`src/rtl/display_7seg_contador_if.sv`:
```
// Load/busy handshake and display drive lines between the counter stage, the
// BCD display block and the board's 4-digit multiplexed 7-segment display.
interface display_7seg_contador_if #(
    parameter int N = 8
);
    logic [N-1:0] valor;
    logic         cargar;
    logic         ocupado;
    logic [3:0]   anodos;
    logic [6:0]   segmentos;
    logic         dp;

    modport master (output valor, cargar, input ocupado, anodos, segmentos, dp);
    modport slave  (input valor, cargar, output ocupado, anodos, segmentos, dp);
endinterface

```
`src/rtl/display_7seg_contador.sv`:
```
// Sequential binary-to-BCD (shift-add-3) feeding a 4-digit multiplexed,
// active-low 7-segment display with optional leading-zero blanking.
module display_7seg_contador #(
    parameter int N           = 8,
    parameter int REFRESH_DIV = 10000,
    parameter int BLANK_ZEROS = 1
) (
    input  logic                   clk,
    input  logic                   rst,
    display_7seg_contador_if.slave bus
);
    typedef enum logic [1:0] {IDLE, SHIFT, DONE} estado_t;

    estado_t      estado, estado_sig;
    logic [N-1:0] bin, pend_val;
    logic [15:0]  bcd, bcd_adj, disp;
    logic [3:0]   cnt;
    logic         pend;
    logic [15:0]  ref_cnt;
    logic [1:0]   idx;
    logic [3:0]   digito;
    logic         apagar;
    logic [3:0]   anodos_r;
    logic [6:0]   seg_r;

    function automatic logic [6:0] decodifica(input logic [3:0] d);
        case (d)
            4'd0:    return 7'h40;
            4'd1:    return 7'h79;
            4'd2:    return 7'h24;
            4'd3:    return 7'h30;
            4'd4:    return 7'h19;
            4'd5:    return 7'h12;
            4'd6:    return 7'h02;
            4'd7:    return 7'h78;
            4'd8:    return 7'h00;
            4'd9:    return 7'h10;
            default: return 7'h7F;
        endcase
    endfunction

    always_ff @(posedge clk or negedge rst) begin
        if (!rst) estado <= IDLE;
        else      estado <= estado_sig;
    end

    // A strobe arriving in DONE is treated as already pending so it is never lost.
    always_comb begin
        estado_sig = estado;
        case (estado)
            IDLE:    if (bus.cargar) estado_sig = SHIFT;
            SHIFT:   if (cnt == 4'd1) estado_sig = DONE;
            DONE:    estado_sig = (pend || bus.cargar) ? SHIFT : IDLE;
            default: estado_sig = IDLE;
        endcase
    end

    always_comb begin
        bcd_adj = bcd;
        for (int i = 0; i < 4; i++)
            if (bcd[4*i +: 4] >= 4'd5) bcd_adj[4*i +: 4] = bcd[4*i +: 4] + 4'd3;
    end

    always_ff @(posedge clk or negedge rst) begin
        if (!rst) begin
            bin      <= '0;
            bcd      <= '0;
            cnt      <= '0;
            disp     <= '0;
            pend     <= 1'b0;
            pend_val <= '0;
        end else begin
            case (estado)
                IDLE: if (bus.cargar) begin
                    bin <= bus.valor;
                    bcd <= '0;
                    cnt <= 4'(N);
                end
                SHIFT: begin
                    bcd <= {bcd_adj[14:0], bin[N-1]};
                    bin <= bin << 1;
                    cnt <= cnt - 4'd1;
                    if (bus.cargar) begin
                        pend     <= 1'b1;
                        pend_val <= bus.valor;
                    end
                end
                DONE: begin
                    disp <= bcd;
                    pend <= 1'b0;
                    if (pend || bus.cargar) begin
                        bin <= bus.cargar ? bus.valor : pend_val;
                        bcd <= '0;
                        cnt <= 4'(N);
                    end
                end
                default: ;
            endcase
        end
    end

    always_ff @(posedge clk or negedge rst) begin
        if (!rst) begin
            ref_cnt <= '0;
            idx     <= '0;
        end else if (ref_cnt == 16'(REFRESH_DIV - 1)) begin
            ref_cnt <= '0;
            idx     <= idx + 2'd1;
        end else begin
            ref_cnt <= ref_cnt + 16'd1;
        end
    end

    // Leading-zero test looks at this digit and everything above it; units never blank.
    always_comb begin
        digito = disp[4*idx +: 4];
        case (idx)
            2'd1:    apagar = (disp[15:4]  == 12'd0);
            2'd2:    apagar = (disp[15:8]  == 8'd0);
            2'd3:    apagar = (disp[15:12] == 4'd0);
            default: apagar = 1'b0;
        endcase
        apagar = apagar && (BLANK_ZEROS != 0);
    end

    always_ff @(posedge clk or negedge rst) begin
        if (!rst) begin
            anodos_r <= 4'hF;
            seg_r    <= 7'h7F;
        end else begin
            anodos_r <= ~(4'b0001 << idx);
            seg_r    <= apagar ? 7'h7F : decodifica(digito);
        end
    end

    assign bus.anodos    = anodos_r;
    assign bus.segmentos = seg_r;
    assign bus.dp        = 1'b1;
    assign bus.ocupado   = (estado != IDLE);
endmodule

```
`src/flat_wrapper.sv`:
```
// flat-port wrapper written by rule: the top's interface ports become plain ports
module display_7seg_contador_flat 
#(
    parameter int N           = 8,
    parameter int REFRESH_DIV = 10000,
    parameter int BLANK_ZEROS = 1
)
  (clk, rst, bus_valor, bus_cargar, bus_ocupado, bus_anodos, bus_segmentos, bus_dp);
  display_7seg_contador_if #(.N(N)) bus_i ();
  input  logic clk;
  input  logic rst;
  input wire logic [$bits(bus_i.valor)-1:0] bus_valor;
  input wire logic [$bits(bus_i.cargar)-1:0] bus_cargar;
  output wire logic [$bits(bus_i.ocupado)-1:0] bus_ocupado;
  output wire logic [$bits(bus_i.anodos)-1:0] bus_anodos;
  output wire logic [$bits(bus_i.segmentos)-1:0] bus_segmentos;
  output wire logic [$bits(bus_i.dp)-1:0] bus_dp;
  assign bus_i.valor = bus_valor;
  assign bus_i.cargar = bus_cargar;
  assign bus_ocupado = bus_i.ocupado;
  assign bus_anodos = bus_i.anodos;
  assign bus_segmentos = bus_i.segmentos;
  assign bus_dp = bus_i.dp;
  display_7seg_contador #(.N(N), .REFRESH_DIV(REFRESH_DIV), .BLANK_ZEROS(BLANK_ZEROS)) u_core (.clk(clk), .rst(rst), .bus(bus_i));
endmodule
```
`config.mk`:
```
export PLATFORM = sky130hd
export DESIGN_NAME = display_7seg_contador_flat
export DESIGN_NICKNAME = d
export VERILOG_FILES = /design/src/rtl/display_7seg_contador_if.sv /design/src/rtl/display_7seg_contador.sv /design/src/flat_wrapper.sv
export SDC_FILE = /design/constraint.sdc
export NUM_CORES = 1
export LEC_CHECK = 0
export ABC_CLOCK_PERIOD_IN_PS = 2100
export BUFFER_PORTS_ARGS = -buffer_cell sky130_fd_sc_hd__clkbuf_2
export CORE_MARGIN = 2
export CORE_UTILIZATION = 63
export CTS_BUF_LIST = sky130_fd_sc_hd__clkbuf_4
export DETAILED_ROUTE_END_ITERATION = 10
export PLACE_DENSITY_LB_ADDON = 0.3
export RECOVER_POWER = 25
export SLEW_MARGIN = 40
export SYNTH_ARGS = -nofsm -noshare
export SYNTH_HDL_FRONTEND = slang
export SYNTH_SLANG_ARGS = --single-unit
```
`constraint.sdc`:
```
create_clock -name clk -period 2.1 [get_ports clk]
set_input_delay 0.105 -clock clk [delete_from_list [all_inputs] [get_ports clk]]
set_output_delay 0.105 -clock clk [all_outputs]
set_load 0.02 [all_outputs]
```
==> out/results.md <==
| Group | Quantity | Reported |
| --- | --- | --- |
| global routing | First-pass GRT wire length | 14100 um |
| worst setup path | Critical path fanouts, max | 7 |
| synthesis | Average cell area after synthesis | 11.0 um2 |
| pwr | Leakage | 0.00218 uW |
| run | Max-Cap Viols | 0 |
| synthesis | Synth Cell Area | 4340 um2 |
| worst setup path | Crit path arrival time | 2.25 ns |
| placed design | Post-Place Cell Area | 4540 um2 |
| clock tree | Total setup buffers inserted after CTS | 0 |
| placed design | Worst slack after detailed placement | 0.0842 ns |
| clock tree | TritonCTS buffer count | 9 |
| drt | DRC violation count after routing | 0 |
| drt | Drt via density | 6.02 |
| global routing | Maximum number of pins on one net before global-route repair | 85 |
| pwr | Switching power | 1720 uW |
| floorplan | Width of the die | 87.0 um |
| global routing | Overflow left after global routing | 0 |
| synthesis | Cells after Synth | 394 |
| timing | Total count of hold-check failures in the final report | 0 |
| clock tree | TritonCTS clock tree | done |
| floorplan | Ports placed on the boundary | 24 |
| timing | RSZ-0062 raised after global routing | no |
| synthesis | Share of synthesized area occupied by flip-flops and latches | 0.488 |
| clock tree | Master cell of the clock root buffer | sky130_fd_sc_hd__clkbuf_4 |
| floorplan | Area inside the core boundary | 6720 um2 |
| pwr | Internal power contribution | 3010 uW |
| synthesis | Post-synth EDFFs | 0 |
| timing | FMAX | 0.520 GHz |
| clock tree | Worst skew pair latency | 0.42 ns |
| drt | Number of design-rule violations left by the first detailed-router iteration | 217 |
| timing | Worst-case clock skew | 0.0173 ns |
| global routing | Overall global routing resource usage | 0.237 |
| timing | Min Tclk post-route | 1.92 ns |
| layout | Number of nets in the finished design | 464 |
| pwr | Part of the power in registers | 0.445 |
| drt | Post-DR wirelength/cell | 15.9 um |
| pwr | Switching part of the total | 0.364 |
| timing | Worst Tran Pin Value | 1.10 ns |
| synthesis | Async set or reset register ratio after synthesis | 1.00 |
| layout | Final instance area | 4750 um2 |
| layout | Share of the core filled with cells | 0.707 |
| worst setup path | Class of the most critical setup path | register to register |
| clock tree | Clock transition at the registers of the reported paths | 0.13 ns |
| placed design | Count of buffers from port buffering | 22 |
| floorplan | Effective utilization at floorplan | 0.646 |
| pwr | Power share of the combinational group | 0.371 |
| clock tree | Number of buffers on the longest clock path | 2 |
| synthesis | Flip-flop cell with the highest count after synthesis | sky130_fd_sc_hd__dfrtp_1 |
| timing | Post-route setup slack | 0.177 ns |
| worst setup path | Worst setup path start | u_core.idx[0]$_DFFE_PN0N_ |
| drt | TritonRoute pass-1 iters | 5 |
| pwr | Maximum VDD drop | 882 uV |
| worst setup path | Required time at the endpoint of the critical path | 2.43 ns |
| layout | Layout-stage area growth over the synthesis result | 9.46% |
| clock tree | H-Tree Depth | 3 |
| layout | Ratio of cells with drive above 1 in the final layout | 0.208 |
| global routing | Via count of the first global-routing pass | 3016 |
| floorplan | Area of the die | 7570 um2 |
| synthesis | Yosys warnings | 0 |
| floorplan | Core Rows | 30 |
| floorplan | Chip Height | 87.0 um |
| synthesis | Flip-flop and latch count after synthesis | 84 |
| pwr | Power share of the clock group | 0.184 |
| placed design | Detail Placement HPWL | 5610 um |
| drt | Detail Route Antenna Nets | 0 |
| worst setup path | Type of origin of the critical path | register |
| clock tree | Sink Count | 84 |
| drt | Final Routed Wirelength | 8160 um |
| outcome | Result of the run | complete, no violations |
| min path | Startpoint of the lowest-slack hold path | bus_cargar |
| timing | Post-route clock period utilization | 0.916 |
| synthesis | Mapped Nets | 431 |
| timing | Final setup TNS | 0 ns |
| placed design | Routability congestion estimate from global placement | 0.812 |
| timing | Final Max Tran Viols | 0 |
| layout | Antenna Diode Count | 0 |
| worst setup path | Endpoint type of the worst setup path | register |
| timing | Final setup viols | 0 |
| worst setup path | R2r startpoint | u_core.idx[0]$_DFFE_PN0N_ |
| drt | Routed via count | 3081 |
| min path | Class of the worst hold path | input pin to register |
| pwr | Power per standard cell area | 997 nW/um2 |
| pwr | Power after layout | 4730 uW |
| global routing | Antenna violations before repair | 0 |
| synthesis | Count of distinct cell types in the synthesized netlist | 48 |
| timing | Relative max-transition margin | 0.265 |
state kept, by name, indices dropped and copies added (netlist names):
register	cells
u_core.bcd	16
u_core.bin	8
u_core.bus.anodos	4
u_core.bus.segmentos	7
u_core.cnt	4
u_core.disp	16
u_core.estado	2
u_core.idx	2
u_core.pend	1
u_core.pend_val	8
u_core.ref_cnt	16
layout make-up:
type | instances | area (um2)
Clock inverter | 7 | 57.6
Sequential cell | 84 | 2120
Inverter | 29 | 109
Fill cell | 498 | 1970
Timing Repair Buffer | 39 | 263
Multi-Input combinational cell | 264 | 2030
Clock buffer | 9 | 67.6
Tap cell | 80 | 100
worst paths after layout:
kind / endpoint / slack (ns) / cells after the start
worst min register to register: u_core.ref_cnt[15]$_DFF_PN0_ / 0.49 / 1
max in group asynchronous: u_core.idx[0]$_DFFE_PN0N_ / 0.78 / 3
worst min-delay path: u_core.pend$_DFFE_PN0P_ / 0.23 / 5
worst max-delay path: u_core.bus.segmentos[6]$_DFF_PN1_ / 0.18 / 5
min in group asynchronous: u_core.cnt[3]$_DFFE_PN0P_ / 0.56 / 3
worst max register to register: u_core.bus.segmentos[6]$_DFF_PN1_ / 0.18 / 5
through the flow:
stage	cells	hold WS [ns]
2_1_floorplan	394	-0.191
3_3_place_gp	487	0.168
3_5_place_dp	487	0.169
4_1_cts	512	0.229
5_1_grt	512	0.273
6_report	512	0.235
synthesized netlist by cell type, types with 3 or more instances:
cell type	number	area share
sky130_fd_sc_hd__dfrtp_1	73	0.42
sky130_fd_sc_hd__o21ai_0	34	0.039
sky130_fd_sc_hd__inv_1	28	0.024
sky130_fd_sc_hd__ha_1	26	0.075
sky130_fd_sc_hd__mux2_2	26	0.067
sky130_fd_sc_hd__nand2_1	21	0.018
sky130_fd_sc_hd__a22o_1	20	0.040
sky130_fd_sc_hd__nor2_1	18	0.016
sky130_fd_sc_hd__a21oi_1	14	0.016
sky130_fd_sc_hd__xnor2_1	14	0.028
sky130_fd_sc_hd__dfstp_2	11	0.067
sky130_fd_sc_hd__nand2b_1	10	0.014
sky130_fd_sc_hd__o31ai_1	10	0.017
sky130_fd_sc_hd__clkbuf_1	8	0.0069
sky130_fd_sc_hd__nand3_1	7	0.0081
sky130_fd_sc_hd__nor3_1	7	0.0081
sky130_fd_sc_hd__a222oi_1	6	0.014
sky130_fd_sc_hd__mux2i_1	6	0.014
sky130_fd_sc_hd__buf_2	5	0.0058
sky130_fd_sc_hd__and3_1	4	0.0058
sky130_fd_sc_hd__o21ai_1	4	0.0046
sky130_fd_sc_hd__xor2_1	4	0.0081
sky130_fd_sc_hd__mux4_2	3	0.016
sky130_fd_sc_hd__nor2b_1	3	0.0043
sky130_fd_sc_hd__nor3b_1	3	0.0052
what timing repair did:
action / 4_1_cts / 5_1_grt
resized for setup: 0 / 3
hold endpoints to repair: 81 / 0
endpoints found under the setup margin: 0 / 29
hold buffers: 9 / 0
critical path, stage by stage (launching register included):
cell and delay (ns):
sky130_fd_sc_hd__dfrtp_2 0.49, sky130_fd_sc_hd__mux4_1 0.66, sky130_fd_sc_hd__ha_1 0.23, sky130_fd_sc_hd__or2b_1 0.25, sky130_fd_sc_hd__a21oi_1 0.14, sky130_fd_sc_hd__o21ai_0 0.09
power by group through the flow:
stage | logic [uW] | registers, uW | clock network (uW)
floorplan | 1250 | 2140 | 0
global placement | 1650 | 2120 | 0
detailed placement | 1730 | 2130 | 0
CTS | 1750 | 2100 | 889
global route | 1940 | 2130 | 975
finish | 1760 | 2110 | 872
layout by cell type, fill, tap and decap left out, drive strengths merged, types with 2 or more instances in the layout:
| cell | synthesis | final |
|---|---|---|
| a22oi | 2 | 2 |
| or2b | 2 | 2 |
| inv | 28 | 28 |
| xnor2 | 14 | 14 |
| nor4b | 2 | 2 |
| o31ai | 10 | 10 |
| a22o | 20 | 20 |
| nor3b | 3 | 3 |
| nand2 | 21 | 21 |
| o21ai | 38 | 38 |
| nand4 | 2 | 2 |
| nor2b | 3 | 3 |
| nand2b | 10 | 10 |
| nor2 | 18 | 18 |
| mux4 | 4 | 4 |
| mux2 | 26 | 26 |
| and3 | 4 | 4 |
| dfstp | 11 | 11 |
| a21oi | 15 | 15 |
| ha | 26 | 26 |
| nand3 | 7 | 7 |
| dlygate4sd3 | 0 | 9 |
| dfrtp | 73 | 73 |
| a222oi | 6 | 6 |
| clkbuf | 8 | 32 |
| clkinv | 1 | 6 |
| or2 | 3 | 3 |
| nor3 | 8 | 8 |
| mux2i | 6 | 6 |
| buf | 9 | 7 |
| xor2 | 4 | 4 |
cell families (layout without fill, tap and decap cells):
group           Yosys count  after routing  share of synthesized area
mux                      36             36                      0.103
buf+inv                  46             84                     0.0456
simple gates             87             87                      0.105
flops                    84             84                      0.488
compound gates           96             96                      0.147
other cells               1              1                   0.000864
fa+ha+maj                26             26                     0.0750
xor+xnor                 18             18                     0.0363
metal layers:
layer  share of wire  vias up  track usage
li1                -     1465            -
met1            0.46     1527        0.330
met2            0.48       77        0.379
met3           0.039       12       0.0379
met4           0.015        0       0.0852
met5               0        -            0
(Power assumes the default switching activity.)
